## src/rtl/gearbox_rx_if.sv

```systemverilog
// rtl/gearbox_rx_if.sv - word/slip input and block output bundle for gearbox_rx
interface gearbox_rx_if #(
    parameter int DATA_W = 64,
    parameter int HEAD_W = 2
);
    logic              data_v_i;
    logic [DATA_W-1:0] data_i;
    logic              slip_i;
    logic              valid_o;
    logic [HEAD_W-1:0] head_o;
    logic [DATA_W-1:0] data_o;

    modport master (
        output data_v_i, data_i, slip_i,
        input  valid_o, head_o, data_o
    );

    modport slave (
        input  data_v_i, data_i, slip_i,
        output valid_o, head_o, data_o
    );
endinterface

```

## src/rtl/gearbox_rx.sv

```systemverilog
// rtl/gearbox_rx.sv - 64b word to 66b block receive gearbox with bit slip; GEARBOX_RX_SLIP_GUARD_EN adds a slip guard
module gearbox_rx #(
    parameter int DATA_W = 64,
    parameter int HEAD_W = 2
) (
    input  logic          clk,
    input  logic          reset,
    gearbox_rx_if.slave   bus
);
    localparam int BLOCK_W = HEAD_W + DATA_W;
    localparam int BUF_W   = BLOCK_W + DATA_W - 1;
    localparam int CNT_W   = $clog2(BUF_W + 1);

    logic [BUF_W-1:0]  r_buf;
    logic [CNT_W-1:0]  r_fill;
    logic              r_valid;
    logic [HEAD_W-1:0] r_head;
    logic [DATA_W-1:0] r_data;

    logic [BUF_W-1:0]  w_ext;
    logic [BUF_W-1:0]  w_cat;
    logic [BUF_W-1:0]  w_stream;
    logic [CNT_W-1:0]  w_total;
    logic              w_slip;
    logic              w_emit;

`ifdef GEARBOX_RX_SLIP_GUARD_EN
    logic [5:0] r_guard;

    assign w_slip = bus.slip_i & bus.data_v_i & (r_guard == 6'd0);

    always_ff @(posedge clk or posedge reset) begin
        if (reset) begin
            r_guard <= 6'd0;
        end else if (bus.data_v_i) begin
            if (w_slip)
                r_guard <= 6'd32;
            else if (r_guard != 6'd0)
                r_guard <= r_guard - 6'd1;
        end
    end
`else
    assign w_slip = bus.slip_i & bus.data_v_i;
`endif

    // Bits above r_fill are always zero, so the new word can simply be OR-ed in
    // above the buffered bits; a slip drops the oldest bit of the joined stream,
    // which is data_i[0] when the buffer is empty.
    always_comb begin
        w_ext                = '0;
        w_ext[DATA_W-1:0]    = bus.data_i;
        w_cat                = r_buf | (w_ext << r_fill);
        w_stream             = w_slip ? (w_cat >> 1) : w_cat;
        w_total              = r_fill + CNT_W'(DATA_W) - {{(CNT_W-1){1'b0}}, w_slip};
        w_emit               = (w_total >= CNT_W'(BLOCK_W));
    end

    always_ff @(posedge clk or posedge reset) begin
        if (reset) begin
            r_buf   <= '0;
            r_fill  <= '0;
            r_valid <= 1'b0;
            r_head  <= '0;
            r_data  <= '0;
        end else begin
            r_valid <= 1'b0;
            if (bus.data_v_i) begin
                if (w_emit) begin
                    r_head  <= w_stream[HEAD_W-1:0];
                    r_data  <= w_stream[BLOCK_W-1:HEAD_W];
                    r_buf   <= w_stream >> BLOCK_W;
                    r_fill  <= w_total - CNT_W'(BLOCK_W);
                    r_valid <= 1'b1;
                end else begin
                    r_buf   <= w_stream;
                    r_fill  <= w_total;
                end
            end
        end
    end

    assign bus.valid_o = r_valid;
    assign bus.head_o  = r_head;
    assign bus.data_o  = r_data;
endmodule
```

## src/flat_wrapper.sv

```systemverilog
// flat-port wrapper written by rule: the top's interface ports become plain ports
module gearbox_rx_flat 
#(
    parameter int DATA_W = 64,
    parameter int HEAD_W = 2
)
  (clk, reset, bus_data_v_i, bus_data_i, bus_slip_i, bus_valid_o, bus_head_o, bus_data_o);
  gearbox_rx_if #(.DATA_W(DATA_W), .HEAD_W(HEAD_W)) bus_i ();
  input  logic clk;
  input  logic reset;
  input wire logic [$bits(bus_i.data_v_i)-1:0] bus_data_v_i;
  input wire logic [$bits(bus_i.data_i)-1:0] bus_data_i;
  input wire logic [$bits(bus_i.slip_i)-1:0] bus_slip_i;
  output wire logic [$bits(bus_i.valid_o)-1:0] bus_valid_o;
  output wire logic [$bits(bus_i.head_o)-1:0] bus_head_o;
  output wire logic [$bits(bus_i.data_o)-1:0] bus_data_o;
  assign bus_i.data_v_i = bus_data_v_i;
  assign bus_i.data_i = bus_data_i;
  assign bus_i.slip_i = bus_slip_i;
  assign bus_valid_o = bus_i.valid_o;
  assign bus_head_o = bus_i.head_o;
  assign bus_data_o = bus_i.data_o;
  gearbox_rx #(.DATA_W(DATA_W), .HEAD_W(HEAD_W)) u_core (.clk(clk), .reset(reset), .bus(bus_i));
endmodule
```

## config.mk

```make
export PLATFORM = sky130hd
export DESIGN_NAME = gearbox_rx_flat
export DESIGN_NICKNAME = d
export VERILOG_FILES = /design/src/rtl/gearbox_rx_if.sv /design/src/rtl/gearbox_rx.sv /design/src/flat_wrapper.sv
export SDC_FILE = /design/constraint.sdc
export NUM_CORES = 1
export LEC_CHECK = 0
export BUFFER_PORTS_ARGS = -buffer_cell sky130_fd_sc_hd__buf_2
export CELL_PAD_IN_SITES_DETAIL_PLACEMENT = 0
export CELL_PAD_IN_SITES_GLOBAL_PLACEMENT = 1
export CORE_MARGIN = 4
export CORE_UTILIZATION = 43
export CTS_CLUSTER_SIZE = 12
export DETAILED_ROUTE_END_ITERATION = 10
export HOLD_SLACK_MARGIN = 0.15
export PLACE_DENSITY = 0.8
export SYNTH_ARGS = -nofsm -noshare
export SYNTH_HDL_FRONTEND = slang
export SYNTH_SLANG_ARGS = --single-unit
```

## constraint.sdc

```tcl
create_clock -name clk -period 5.7 [get_ports clk]
set_input_delay 0.285 -clock clk [delete_from_list [all_inputs] [get_ports clk]]
set_output_delay 0.285 -clock clk [all_outputs]
set_load 0.02 [all_outputs]
```

* Word-level counts from Yosys, hierarchy flattened
Cells that the tools add are included.
** Storage, ports and cells
- Register bits after elaboration :: 204
- Bits of input ports :: 68
** Cells by class
- Shift operators :: 1
- $lt $le $gt $ge :: 1
- Multiplexer cells :: 5
- $add $sub $neg :: 3
- Bitwise gates (word level) :: 2
- Reduce and logical (&&, ||, !) cells :: 1
** Operator list (count)
- two-way mux 129 bit :: 2
- OR 129 bit :: 1
- left shift 64 x 8 -> 129 bit :: 1
- adder 8 x 7 -> 8 bit (second input constant) :: 1
- >= comparator 8 x 7 -> 1 bit (second input constant) :: 1
- two-way mux 8 bit :: 1
- subtractor 8 x 1 -> 8 bit :: 1
- subtractor 8 x 7 -> 8 bit (second input constant) :: 1
- two-way mux 1 bit :: 2
- AND reduction 2 bit :: 1
- AND 1 bit :: 1

* Longest topological paths before layout
Gate-level depths: netlist of the first run.
- Depth in word-level cells :: 5
- Mapped depth :: 21

* Least setup slack after synthesis of the first run
OpenSTA, ideal clock, no wires.
- Kind :: reg-to-reg
- From :: reg u_core.r_fill[4]
- To :: reg u_core.r_buf[39]
- Data arrival time :: 4225 ps
- Slack :: 1327 ps
- Required time :: 5552 ps
- Period minus slack after synthesis :: 4373 ps
- Stages on the path, launching flop included :: 17
- Cell sequence :: dfrtp_1 > inv_2 > buf_1 > clkbuf_1 > clkbuf_1 > buf_1 > ha_1 > nor2_1 > a211oi_1 > o211ai_1 > nor3b_1 > o21ai_0 > nand2_1 > clkbuf_1 > buf_2 > buf_1 > o221ai_1
** On the way
- Cells in the longest elaborated chain, start to end :: 4
** Ends and longest elaborated chain
- start, declared :: RTL line gearbox_rx.sv:15 : logic [CNT_W-1:0] r_fill;
- start signal, assigned :: RTL line gearbox_rx.sv:72 : r_fill <= w_total - CNT_W'(BLOCK_W);
- start signal, assigned :: RTL line gearbox_rx.sv:76 : r_fill <= w_total;
- adder 8 x 7 -> 8 bit or left shift 64 x 8 -> 129 bit (tied branches) :: RTL line gearbox_rx.sv:54, gearbox_rx.sv:52
- subtractor 8 x 1 -> 8 bit or OR 129 bit (tied branches) :: RTL line gearbox_rx.sv:54, gearbox_rx.sv:52
- >= comparator 8 x 7 -> 1 bit or two-way mux 129 bit (tied branches) :: RTL line gearbox_rx.sv:55, gearbox_rx.sv:53
- two-way mux 129 bit (*) :: RTL line gearbox_rx.sv:68 : if (w_emit) begin
- end signal, assigned :: RTL line gearbox_rx.sv:71 : r_buf <= w_stream >> BLOCK_W;
- end signal, assigned :: RTL line gearbox_rx.sv:75 : r_buf <= w_stream;
- end, declared :: RTL line gearbox_rx.sv:14 : logic [BUF_W-1:0] r_buf;
Mark *: on every way between the ends. The rest lies on a longest branch, timed or not.
A chain may end at the register's enable or synchronous reset.

* Final worst setup path of the first run
- From :: reg u_core.r_fill[1]
- To :: reg u_core.r_buf[39]
The elaborated chain is that of the path after synthesis.

==> run summary, run 1 <==
Summing over every cut layer, the via total after detailed routing is 17160. The core footprint came out at about 0.039 sq mm. The overflow left after global routing is 0. The detailed placement HPWL is 55920 um. The worst slew slack as a fraction of its limit is 0.07766. The clock insertion delay at the later pin of the skew report came out at 0.53 ns.

The remaining antenna violation count came out at 0. Data on the critical path arrives at its endpoint at 5.07 ns. The total nets after synthesis came out at 1949. STA classifies the critical path endpoint as a register. Across the whole layout, storage elements account for between 0.005 and 0.006 sq mm.

The flow ran to the end, and the final reports show no timing, DRC or antenna violations. The height of the die came out at 206.5 um. Leaving out fill and tap cells, the most frequent cells in the layout are sky130_fd_sc_hd__nand2_1, sky130_fd_sc_hd__dfrtp_1, sky130_fd_sc_hd__nor2_1.

The category of the critical setup timing path is reg -> reg. The initial utilization of the core area, before any placement, comes to 0.4363. The number of design-rule violations left by the first detailed-router iteration came out at 2318.

The cell sitting at the root of the clock tree is a sky130_fd_sc_hd__clkbuf_16. The final total negative setup slack came out at 0 ns. The final design utilization is 0.4815. The number of warnings printed during yosys synthesis came out at 0. The first-pass iteration count of the detailed router came out at 6.

The number of antenna violations at the first check in global routing came to 1. The final setup skew came out at 0.01322 ns. The sink count of the clock tree is 204. TritonCTS built the clock tree.

The clock tree buffer depth is 3. The final number of setup-violating endpoints is 0. The synthesis-to-layout area growth came out at 10.37%. The number of hold-slack violations in the final timing report is 0. The synthesized instance count came out at 1872. The type of the most critical hold path is in -> reg. The share of the Yosys chip area taken by registers is 0.3014. The fraction of final layout cells with drive strength greater than 1 is 0.2156. STA classifies the critical path startpoint as a register. The count of buffers from port buffering came out at 134. Across the run, the number of max-cap violations was 0. The deepest level of the CTS H-tree is 1. The net count reported at finish came out at 1988. The leading cell type in the layout, fill and taps excluded is sky130_fd_sc_hd__nand2_1. The CTS buffer count is 23. The number of global-route vias before repair came out at 16020. The first global-routing pass estimated 111100 um of wire. The clock slew at the register clock pins of the worst setup and hold paths is about 0.06 ns. Dividing the final minimum period by the clock period gives 0.8132. The share of flip-flops with an asynchronous set or reset is 1.000. The post-route DRC violation count is 0.

The number of distinct standard cells referenced by the synthesized netlist came out at between 70 and 80. For the pin with the worst max-slew slack, the measured transition is about 1.4 ns. From left edge to right edge, the die measures 206.5 um. Setup repair after global routing left no endpoint under its margin. The per-instance average area after synthesis is 9.049 sq um. The count of filler cells inserted in the layout came out at approximately 3800. The number of flops mapped to enable cells by yosys is 0. The setup fix buffers added after clock tree synthesis came out at 0.

The combined area of the multi-input logic cells is 0.01105 sq mm. The max-slew violation total from the final report is 0. The post-layout minimum cycle time is 4.635 ns.

The average vias per placed instance is 7.025. The maximum frequency from static timing analysis is 0.2157 GHz. For the worst setup path, the data required time is 6.13 ns.

After detailed routing, the total wire length is 75880 um. The antenna diode count came out at 0. The overall die area is 0.04263 sq mm. The maximum number of pins on one net before global-route repair came out at 175. The area of the mapped netlist is between 0.015 and 0.02 sq mm. In the synthesized netlist the dominant register cell turns out to be sky130_fd_sc_hd__dfrtp_1. The synthesized design contains 204 register bits. In the final routed layout, each cell accounts on average for ~31 um.

The row count came out at 72. The highest net fanout along the worst path came out at 44. During I/O placement, the number of pins put on the boundary was 135.

The combined global-route utilization of all metal layers came out at 0.3490. The routability-driven placement congestion ratio came out at 1.019.
[per-layer routing]
metal	routed length [um]	track usage	vias up
met4	4031	0.1428	2
li1	-	-	7314
met3	8071	0.08662	184
met2	32780	0.5145	1035
met1	30980	0.4915	8626
met5	13	0	-
[worst max-delay path, cell delays in order, from the launching register on]
cell	delay, ns
sky130_fd_sc_hd__dfrtp_4	0.73
sky130_fd_sc_hd__inv_1	0.27
sky130_fd_sc_hd__ha_1	0.20
sky130_fd_sc_hd__inv_1	0.05
sky130_fd_sc_hd__fa_1	0.38
sky130_fd_sc_hd__nand2b_1	0.17
sky130_fd_sc_hd__a211oi_1	0.30
sky130_fd_sc_hd__nor4_1	0.08
sky130_fd_sc_hd__nor3b_1	0.45
sky130_fd_sc_hd__o21ai_1	0.24
sky130_fd_sc_hd__buf_4	0.25
sky130_fd_sc_hd__nor2_1	0.94
sky130_fd_sc_hd__o311ai_0	0.31
sky130_fd_sc_hd__o221ai_1	0.14
[synthesized netlist by cell type, drive strengths merged (20+ instances only)]
| cell type | instances | share of area |
|---|---|---|
| dfrtp | 204 | 0.30 |
| nand2b | 20 | 0.0074 |
| o211ai | 21 | 0.0093 |
| mux2i | 81 | 0.048 |
| inv | 32 | 0.0071 |
| a221oi | 21 | 0.011 |
| a21o | 25 | 0.011 |
| nand2 | 234 | 0.052 |
| mux2 | 68 | 0.045 |
| o221ai | 38 | 0.020 |
| o22ai | 31 | 0.012 |
| nor3 | 30 | 0.0089 |
| nor2 | 163 | 0.036 |
| a211oi | 28 | 0.012 |
| a22o | 25 | 0.013 |
| o2bb2ai | 67 | 0.035 |
| clkbuf | 124 | 0.027 |
| nand3 | 40 | 0.012 |
| buf | 41 | 0.013 |
| o21ai | 135 | 0.040 |
| mux4 | 102 | 0.14 |
| a21oi | 89 | 0.026 |
[repair_timing]
action	4_1_cts	5_1_grt
gates resized for setup	0	0
endpoints found under the setup margin	0	0
endpoints found under the hold margin	32	0
hold buffers	1	0
[layout make-up]
cell class | instances | share of cell area
multi-input combinational | 1467 | 0.5909
sequential | 204 | 0.2737
timing repair buffer | 179 | 0.05541
tap | 518 | 0.03467
clock buffer | 34 | 0.03460
inverter | 36 | 0.007629
clock inverter | 5 | 0.003078
[through the flow]
| step | setup WS, ns | hold WS [ns] | instance area, sq um | cells |
|---|---|---|---|---|
| floorplan | 1.327 | 0.4460 | 16940 | 1872 |
| detailed placement | 1.249 | 0.4640 | 17980 | 2403 |
| global route | 0.8359 | 0.2986 | 18700 | 2443 |
| finish | 1.065 | 0.2541 | 18700 | 2443 |
| CTS | 1.233 | 0.2385 | 18700 | 2443 |
| global placement | 1.280 | 0.4557 | 17980 | 2403 |
[sequential cells by signal (all words and copies together), names as in the netlist]
| register | flops |
|---|---|
| u_core.bus.data_o | 64 |
| u_core.bus.head_o | 2 |
| u_core.r_fill | 8 |
| u_core.bus.valid_o | 1 |
| u_core.r_buf | 129 |
[kinds of logic (layout without fill, tap and decap cells)]
family | count (synthesis) | after routing | share of synthesized area
xor gates and xnor gates | 5 | 5 | 0.002585
and+or+nand+nor | 561 | 561 | 0.1448
buffers and inverters | 201 | 254 | 0.04823
muxes | 251 | 251 | 0.2287
AOI/OAI and AO/OA | 641 | 641 | 0.2673
DFF | 204 | 204 | 0.3014
adders and majority gates | 9 | 9 | 0.007091
[final timing paths]
check                           slack (ns)  depth (start not counted)             startpoint               endpoint
worst max-delay path                  1.06                         13       u_core.r_fill[1]       u_core.r_buf[39]
worst min-delay path                  0.25                          5           bus_data_v_i       u_core.r_fill[0]
worst max register to register        1.06                         13       u_core.r_fill[1]       u_core.r_buf[39]
worst min register to register        0.47                          2  u_core.bus.data_o[40]  u_core.bus.data_o[40]
max in group asynchronous             3.88                          4                  reset       u_core.r_fill[1]
min in group asynchronous             0.48                          3                  reset  u_core.bus.data_o[36]
Power of run 1 is left out: the tool's default activity adds up to more than one toggle a clock period on the data nets, which glitch-free logic cannot reach.
==> inputs of run 2 (changes only) <==
Clock period 5.7 ns to 4.13 ns, I/O delays scaled along.
==> run 2 against run 1 <==
Compared with the run above: maximum frequency up 17%; first-iteration DRC count down 1.8%; non-clock buffer count is 60 higher; cell count up 2.6%; via count grew 1.3%; setup slack worse by 0.89 ns; largest cell class unchanged.
==> run summary, run 2 (synthesis results as in run 1) <==
The combined area of the multi-input logic cells came out at 0.01105 sq mm (unchanged). The maximum number of pins on one net before global-route repair came to 101 (-42%). The signal on the critical path passes through buf_4, mux4_2, mux2_2, a22oi_1, nand2_1, a22oi_1, a22o_1, nand2b_1, o211ai_1. The synthesis-to-layout area growth is 13.97%.

The width of the die is 206.5 um (unchanged). The clock insertion delay at the later pin of the skew report is 0.54 ns (about the same). The top cell types in the final layout, fill and taps aside, are sky130_fd_sc_hd__nand2_1, sky130_fd_sc_hd__dfrtp_1, sky130_fd_sc_hd__nor2_1.

The overall die area is 0.04263 sq mm (unchanged). The remaining antenna violation count is 0 (unchanged). The sequential cell area in the final layout came out at 0.005117 sq mm (unchanged). The count of filler cells inserted in the layout is 3730 (-0.67%). The CTS buffer count is 24 (+4.3%). The average vias per placed instance is 6.932 (-1.3%).

STA classifies the critical path startpoint as a register. The row count is 72 (unchanged). The net count reported at finish was 2049 (+3.1%). The sink count of the clock tree came to 204 (unchanged). The maximum frequency from static timing analysis is 0.2530 GHz (+17%). The count of buffers from port buffering is 134 (unchanged).

The highest net fanout along the worst path came out at 20 (-55%). The final setup skew came to 0.01983 ns (+0.006608 ns). The max-slew violation total from the final report came out at 0 (unchanged). The post-route DRC violation count was 0 (unchanged).

The global-route wire length before repair came out at 112000 um (+0.84%). The slew at the pin closest to its max-slew limit is 1.268 ns (-0.1013 ns). The first-pass iteration count of the detailed router was 6 (unchanged). Leaving out fill and tap cells, the most frequent cell in the layout is sky130_fd_sc_hd__nand2_1.

The data required time at the worst endpoint was 4.51 ns (-1.62 ns). The overflow left after global routing is 0 (unchanged). The data arrival time of the worst path came out at 4.34 ns (-0.73 ns). The height of the die came to 206.5 um (unchanged). The total wire length after detailed routing came out at 75770 um (-0.14%).

The number of top-level pins came to 135 (unchanged). The fraction of final layout cells with drive strength greater than 1 is 0.2403 (+0.02474). The root buffer cell chosen for the clock tree is sky130_fd_sc_hd__clkbuf_16. TritonCTS built the clock tree. The hold-fix buffer count after cts came out at 2 (+1).

The kind of end point of the critical path is a register. The register with the most flip-flops in the final layout is u_core.r_buf. The reported max-cap violation count is 0 (unchanged). The share of the clock period used by the worst path came to 0.9570 (+0.1438). The clock slew at the register clock pins of the worst setup and hold paths is 0.06 ns (about the same). The antenna diode count came out at 0 (unchanged). The deepest level of the CTS H-tree came out at 1 (unchanged). The number of antenna violations at the first check in global routing is 1 (unchanged).

The clock tree buffer depth is 3 (unchanged). The largest stage delay on the critical path was 0.64 ns (-0.30 ns). The setup fix buffers added after clock tree synthesis was 0 (unchanged). The final total negative setup slack is 0 ns (unchanged). The number of global-route vias before repair is 16350 (+2.1%). The number of design-rule violations left by the first detailed-router iteration came to 2277 (-1.8%). By instance count, the cell type seen most on the critical path is sky130_fd_sc_hd__a22oi_1. The count of vias placed by the detailed router came to 17380 (+1.3%).

The starting density of the core came out at 0.4363 (unchanged). The post-layout minimum cycle time came out at 3.953 ns (-0.6828 ns). The number of hold-slack violations in the final timing report came out at 0 (unchanged). The flow ran to the end, and the final reports show no timing, DRC or antenna violations. The final routed wire length divided by cell count was 30.22 um (-2.7%). The slowest stage of the critical path is the sky130_fd_sc_hd__dfrtp_4 cell.

The flip-flop count of the largest register after layout came to 129 (unchanged). The routability-driven placement congestion ratio came out at 1.032 (+1.3%). The combined global-route utilization of all metal layers is 0.3513 (+0.002376).

The type of the most critical hold path is in -> reg. The final number of setup-violating endpoints is 0 (unchanged). The core footprint came out at 0.03883 sq mm (unchanged). The worst slew slack as a fraction of its limit is 0.1459 (+0.06821). Setup repair after global routing left no endpoint under its margin. The worst setup path is of the reg -> reg kind. The detailed placement HPWL was 57220 um (+2.3%). The number of gates resized after cts came out at 0 (unchanged).
-- run 2: changes by cell type in the layout (fill, tap and decap cells not counted), sizes merged --
| cell | previous run | this run |
|---|---|---|
| inv | 31 | 33 |
| buf | 178 | 237 |
| dlygate4sd3 | 1 | 2 |
| clkinv | 8 | 7 |
| clkbuf | 34 | 37 |
-- run 2: cell type report --
| cell class | count | share of cell area |
|---|---|---|
| tap | 518 | 0.03357 |
| timing repair buffer | 239 | 0.08101 |
| clock buffer | 37 | 0.03733 |
| clock inverter | 6 | 0.003435 |
| sequential | 204 | 0.2651 |
| inverter | 36 | 0.007388 |
| multi-input combinational | 1467 | 0.5722 |
-- run 2: per-stage QoR --
stage                     worst slack (ns)  std cells  instance area, sq um  hold slack (ns)  utilization
after global placement              0.2960       2462                 18500           0.2849       0.4765
after detailed placement            0.2002       2462                 18500           0.2891       0.4765
after CTS                           0.2079       2507                 19310           0.1653       0.4973
after floorplan                    0.03053       1872                 16950           0.4460            -
after global routing               0.08885       2507                 19310           0.2137       0.4973
final                               0.1774       2507                 19310           0.1969       0.4973
-- run 2: path summary, 6_finish.rpt --
path	from	end	slack (ns)	cells past startpoint
max in group asynchronous	reset	u_core.r_buf[113]	2.94	4
max reg2reg	u_core.r_fill[1]	u_core.r_buf[46]	0.18	9
max	u_core.r_fill[1]	u_core.r_buf[46]	0.18	9
min reg2reg	u_core.bus.data_o[59]	u_core.bus.data_o[59]	0.47	2
min	bus_slip_i	u_core.r_fill[0]	0.20	5
min in group asynchronous	reset	u_core.bus.data_o[35]	0.28	3
-- run 2: critical path: cells and delay by family, from the launching register on --
family / cells / cell delay, ns
DFF: 1 / 0.64
muxes: 2 / 0.92
buffers and inverters: 1 / 0.30
AOI/OAI and AO/OA: 4 / 1.29
and+or+nand+nor: 2 / 0.63
-- run 2: layer usage --
metal,GRT usage,wire [um]
met3,0.06590,7307
met4,0.1561,4114
met2,0.5186,32750
met5,0,0
met1,0.5031,31600
Power of run 2 is left out for the same reason.
==> inputs of run 3 (changes only) <==
--- a/config.mk
+++ b/config.mk
@@ -15,4 +15,5 @@
 export HOLD_SLACK_MARGIN = 0.15
 export PLACE_DENSITY = 0.8
+export RECOVER_POWER = 25
 export SYNTH_ARGS = -nofsm -noshare
 export SYNTH_HDL_FRONTEND = slang
==> constraint.sdc (replaced) <==
create_clock -name clk -period 4.13 [get_ports clk]
set_input_delay 0.6195 -clock clk [delete_from_list [all_inputs] [get_ports clk]]
set_output_delay 0.6195 -clock clk [all_outputs]
set_load 0.02 [all_outputs]
==> run 3 against run 2 <==
Compared with the run above: register-to-register slack improved by 0.096 ns; utilization increased by 0.21 points; setup slack improved by 0.096 ns; non-clock buffer count increased by 13; clock skew increased by 0.0045 ns; worst hold slack improved by 0.28 ns; design area increased by 0.43%; critical endpoint is now u_core.r_buf[39].
==> run summary, run 3 (synthesis results as in run 1) <==
The number of design-rule violations left by the first detailed-router iteration is 2324 (+2.1%). The overall die area is 0.04263 sq mm (unchanged). The height of the die came out at 206.5 um (unchanged). The final design area excluding fillers is 0.01939 sq mm (+0.43%).

The hold-fix buffer count after cts came out at 1 (-1). The data required time at the worst endpoint came out at 4.51 ns (about the same). The placement-stage cell area came to 0.01865 sq mm (+0.78%). The share of the clock period used by the worst path came out at 0.9337 (-0.02330). The CTS buffer count is 24 (unchanged). The clock tree buffer depth is 3 (unchanged). Leaving out fill and tap cells, the most frequent cells in the layout are sky130_fd_sc_hd__nand2_1, sky130_fd_sc_hd__dfrtp_1, sky130_fd_sc_hd__nor2_1.

The kind of end point of the critical path is a register. Compared with the post-synthesis result, the final layout area differs by 14.46%. The number of logic stages on the critical path including buffering came out at 9 (unchanged). The post-layout minimum cycle time was 3.856 ns (-0.09621 ns). The flip-flop count of the largest register after layout came to 129 (unchanged). The number of top-level pins is 135 (unchanged). The post-route DRC violation count is 0 (unchanged). The setup fix buffers added after clock tree synthesis is 0 (unchanged). The fraction of final layout cells with drive strength greater than 1 came to 0.2277 (-0.01266).

The combined area of the multi-input logic cells came out at 0.01105 sq mm (about the same). The max-slew violation total from the final report came out at 0 (unchanged). The sink count of the clock tree is 204 (unchanged).

The register with the most flip-flops is u_core.r_buf. The number of antenna violations at the first check in global routing is 4 (+3). The worst setup path is of the reg -> reg kind. The final number of setup-violating endpoints was 0 (unchanged). The endpoint identified for the worst register-to-register timing path is u_core.r_buf[39]. The average vias per placed instance is 6.928 (about the same). The routability-driven placement congestion ratio came out at 1.057 (+2.4%). The remaining antenna violation count came out at 0 (unchanged).

The reg-to-reg critical path startpoint is u_core.r_fill[1]. In this design, the critical path's most frequently occurring cell is sky130_fd_sc_hd__o21ai_0. For this design, the slowest cell found on the critical path is sky130_fd_sc_hd__dfrtp_4. The final routed wire length divided by cell count was 29.42 um (-2.7%). The slew at the pin closest to its max-slew limit is 1.414 ns (+0.1465 ns). The data arrival time of the worst path came out at 4.23 ns (-0.11 ns).

The first-pass iteration count of the detailed router is 6 (unchanged). The largest stage delay on the critical path came out at 0.64 ns (about the same). The worst setup path is launched from a register.

The reported max-cap violation count came out at 0 (unchanged). The type of the most critical hold path is reg -> reg. The final setup skew came out at 0.02437 ns (+0.004537 ns). The number of gates resized after cts came to 0 (unchanged). The critical path launch point is u_core.r_fill[1].

Walking the worst path, the cells encountered are buf_4, mux2_2, mux4_2, o2111ai_1, o21ai_0, nand2_1, nand3b_1, o21ai_0, o221ai_1. The count of vias placed by the detailed router came out at 17470 (+0.51%). The worst-case reg-to-reg path depth came out at 9 (unchanged). The clock slew at the register clock pins of the worst setup and hold paths came out at 0.06 ns (about the same). The deepest level of the CTS H-tree was 1 (unchanged). The slack of the worst reg-to-reg path came out at 0.27 ns (+0.10 ns). The width of the die came out at 206.5 um (unchanged). The global-route wire length before repair came out at 110200 um (-1.6%). The overflow left after global routing came to 0 (unchanged). Grouping stages by cell kind, the critical path spends the most delay in compound AO/OA/AOI/OAI gates.

The antenna diode count came out at 0 (unchanged). The row count is 72 (unchanged). The library cell used most frequently in the layout, excluding fill and tap cells, is sky130_fd_sc_hd__nand2_1.

The maximum frequency from static timing analysis came to 0.2593 GHz (+2.5%). The count of filler cells inserted in the layout came out at 3740 (+0.27%). The worst hold path cell count is 2 (-3). The critical path ends at u_core.r_buf[39].

The highest net fanout along the worst path is 20 (unchanged). The final design utilization was 0.4994 (+0.002127). The count of buffers from port buffering came out at 134 (unchanged).

The clock insertion delay at the later pin of the skew report is 0.54 ns (about the same). The number of global-route vias before repair was 16590 (+1.4%). The total buffers and inverters traversed by the critical path was 1 (unchanged).

The net count reported at finish came to 2062 (+0.63%). The sequential cell area in the final layout came to 0.005117 sq mm (unchanged). The total wire length after detailed routing is 74160 um (-2.1%). The final total negative setup slack is 0 ns (unchanged). The starting density of the core came out at 0.4363 (unchanged). The detailed placement HPWL was 55800 um (-2.5%).

The worst slew slack as a fraction of its limit is 0.05715 (-0.08873). Setup repair after global routing left no endpoint under its margin. The maximum number of pins on one net before global-route repair was 83 (-18%). TritonCTS built the clock tree. The number of hold-slack violations in the final timing report is 0 (unchanged). The core footprint came out at 0.03883 sq mm (unchanged).

The cell sitting at the root of the clock tree is a sky130_fd_sc_hd__clkbuf_16. The flow ran to the end, and the final reports show no timing, DRC or antenna violations. The combined global-route utilization of all metal layers is 0.3405 (-0.01078).
run 3: stage by stage:
stage | setup slack [ns] | std cells | hold slack [ns]
3_3_place_gp | 0.2506 | 2476 | 0.4553
5_1_grt | 0.09894 | 2521 | 0.4950
2_1_floorplan | 0.01643 | 1872 | 0.4460
4_1_cts | 0.3561 | 2521 | 0.4773
3_5_place_dp | 0.2107 | 2476 | 0.4615
6_report | 0.2736 | 2521 | 0.4735
run 3: worst reg2reg max path, stage by stage, from the launching register on:
cell and delay, ns:
sky130_fd_sc_hd__dfrtp_4 0.64, sky130_fd_sc_hd__buf_4 0.34, sky130_fd_sc_hd__mux2_2 0.41, sky130_fd_sc_hd__mux4_2 0.56
sky130_fd_sc_hd__o2111ai_1 0.47, sky130_fd_sc_hd__o21ai_0 0.35, sky130_fd_sc_hd__nand2_1 0.17, sky130_fd_sc_hd__nand3b_1 0.12
sky130_fd_sc_hd__o21ai_0 0.45, sky130_fd_sc_hd__o221ai_1 0.21
run 3: worst min path at each step:
stage                     slack, ns               endpoint                  start
after floorplan                0.45      u_core.r_buf[106]      u_core.r_buf[106]
after global placement         0.46  u_core.bus.data_o[39]  u_core.bus.data_o[39]
after detailed placement       0.46   u_core.bus.data_o[0]   u_core.bus.data_o[0]
after CTS                      0.48  u_core.bus.data_o[23]  u_core.bus.data_o[23]
after global routing           0.49       u_core.r_buf[88]       u_core.r_buf[88]
final                          0.47  u_core.bus.data_o[23]  u_core.bus.data_o[23]
run 3: final cells by class:
cell class / instances / area share
Inverter: 36 / 0.007227
Clock inverter: 8 / 0.005162
Multi-Input combinational cell: 1467 / 0.5699
Sequential cell: 204 / 0.2639
Tap cell: 518 / 0.03343
Clock buffer: 36 / 0.03543
Timing Repair Buffer: 252 / 0.08492
run 3: per-layer routing:
layer / vias up / part of all wire / routed length [um] / track usage
li1: 7460 / - / - / -
met1: 8671 / 0.41 / 30090 / 0.4777
met2: 1137 / 0.43 / 32170 / 0.5120
met3: 192 / 0.11 / 8028 / 0.07563
met4: 6 / 0.052 / 3832 / 0.1378
met5: - / 0.00054 / 40 / 0
Power of run 3 is left out for the same reason.
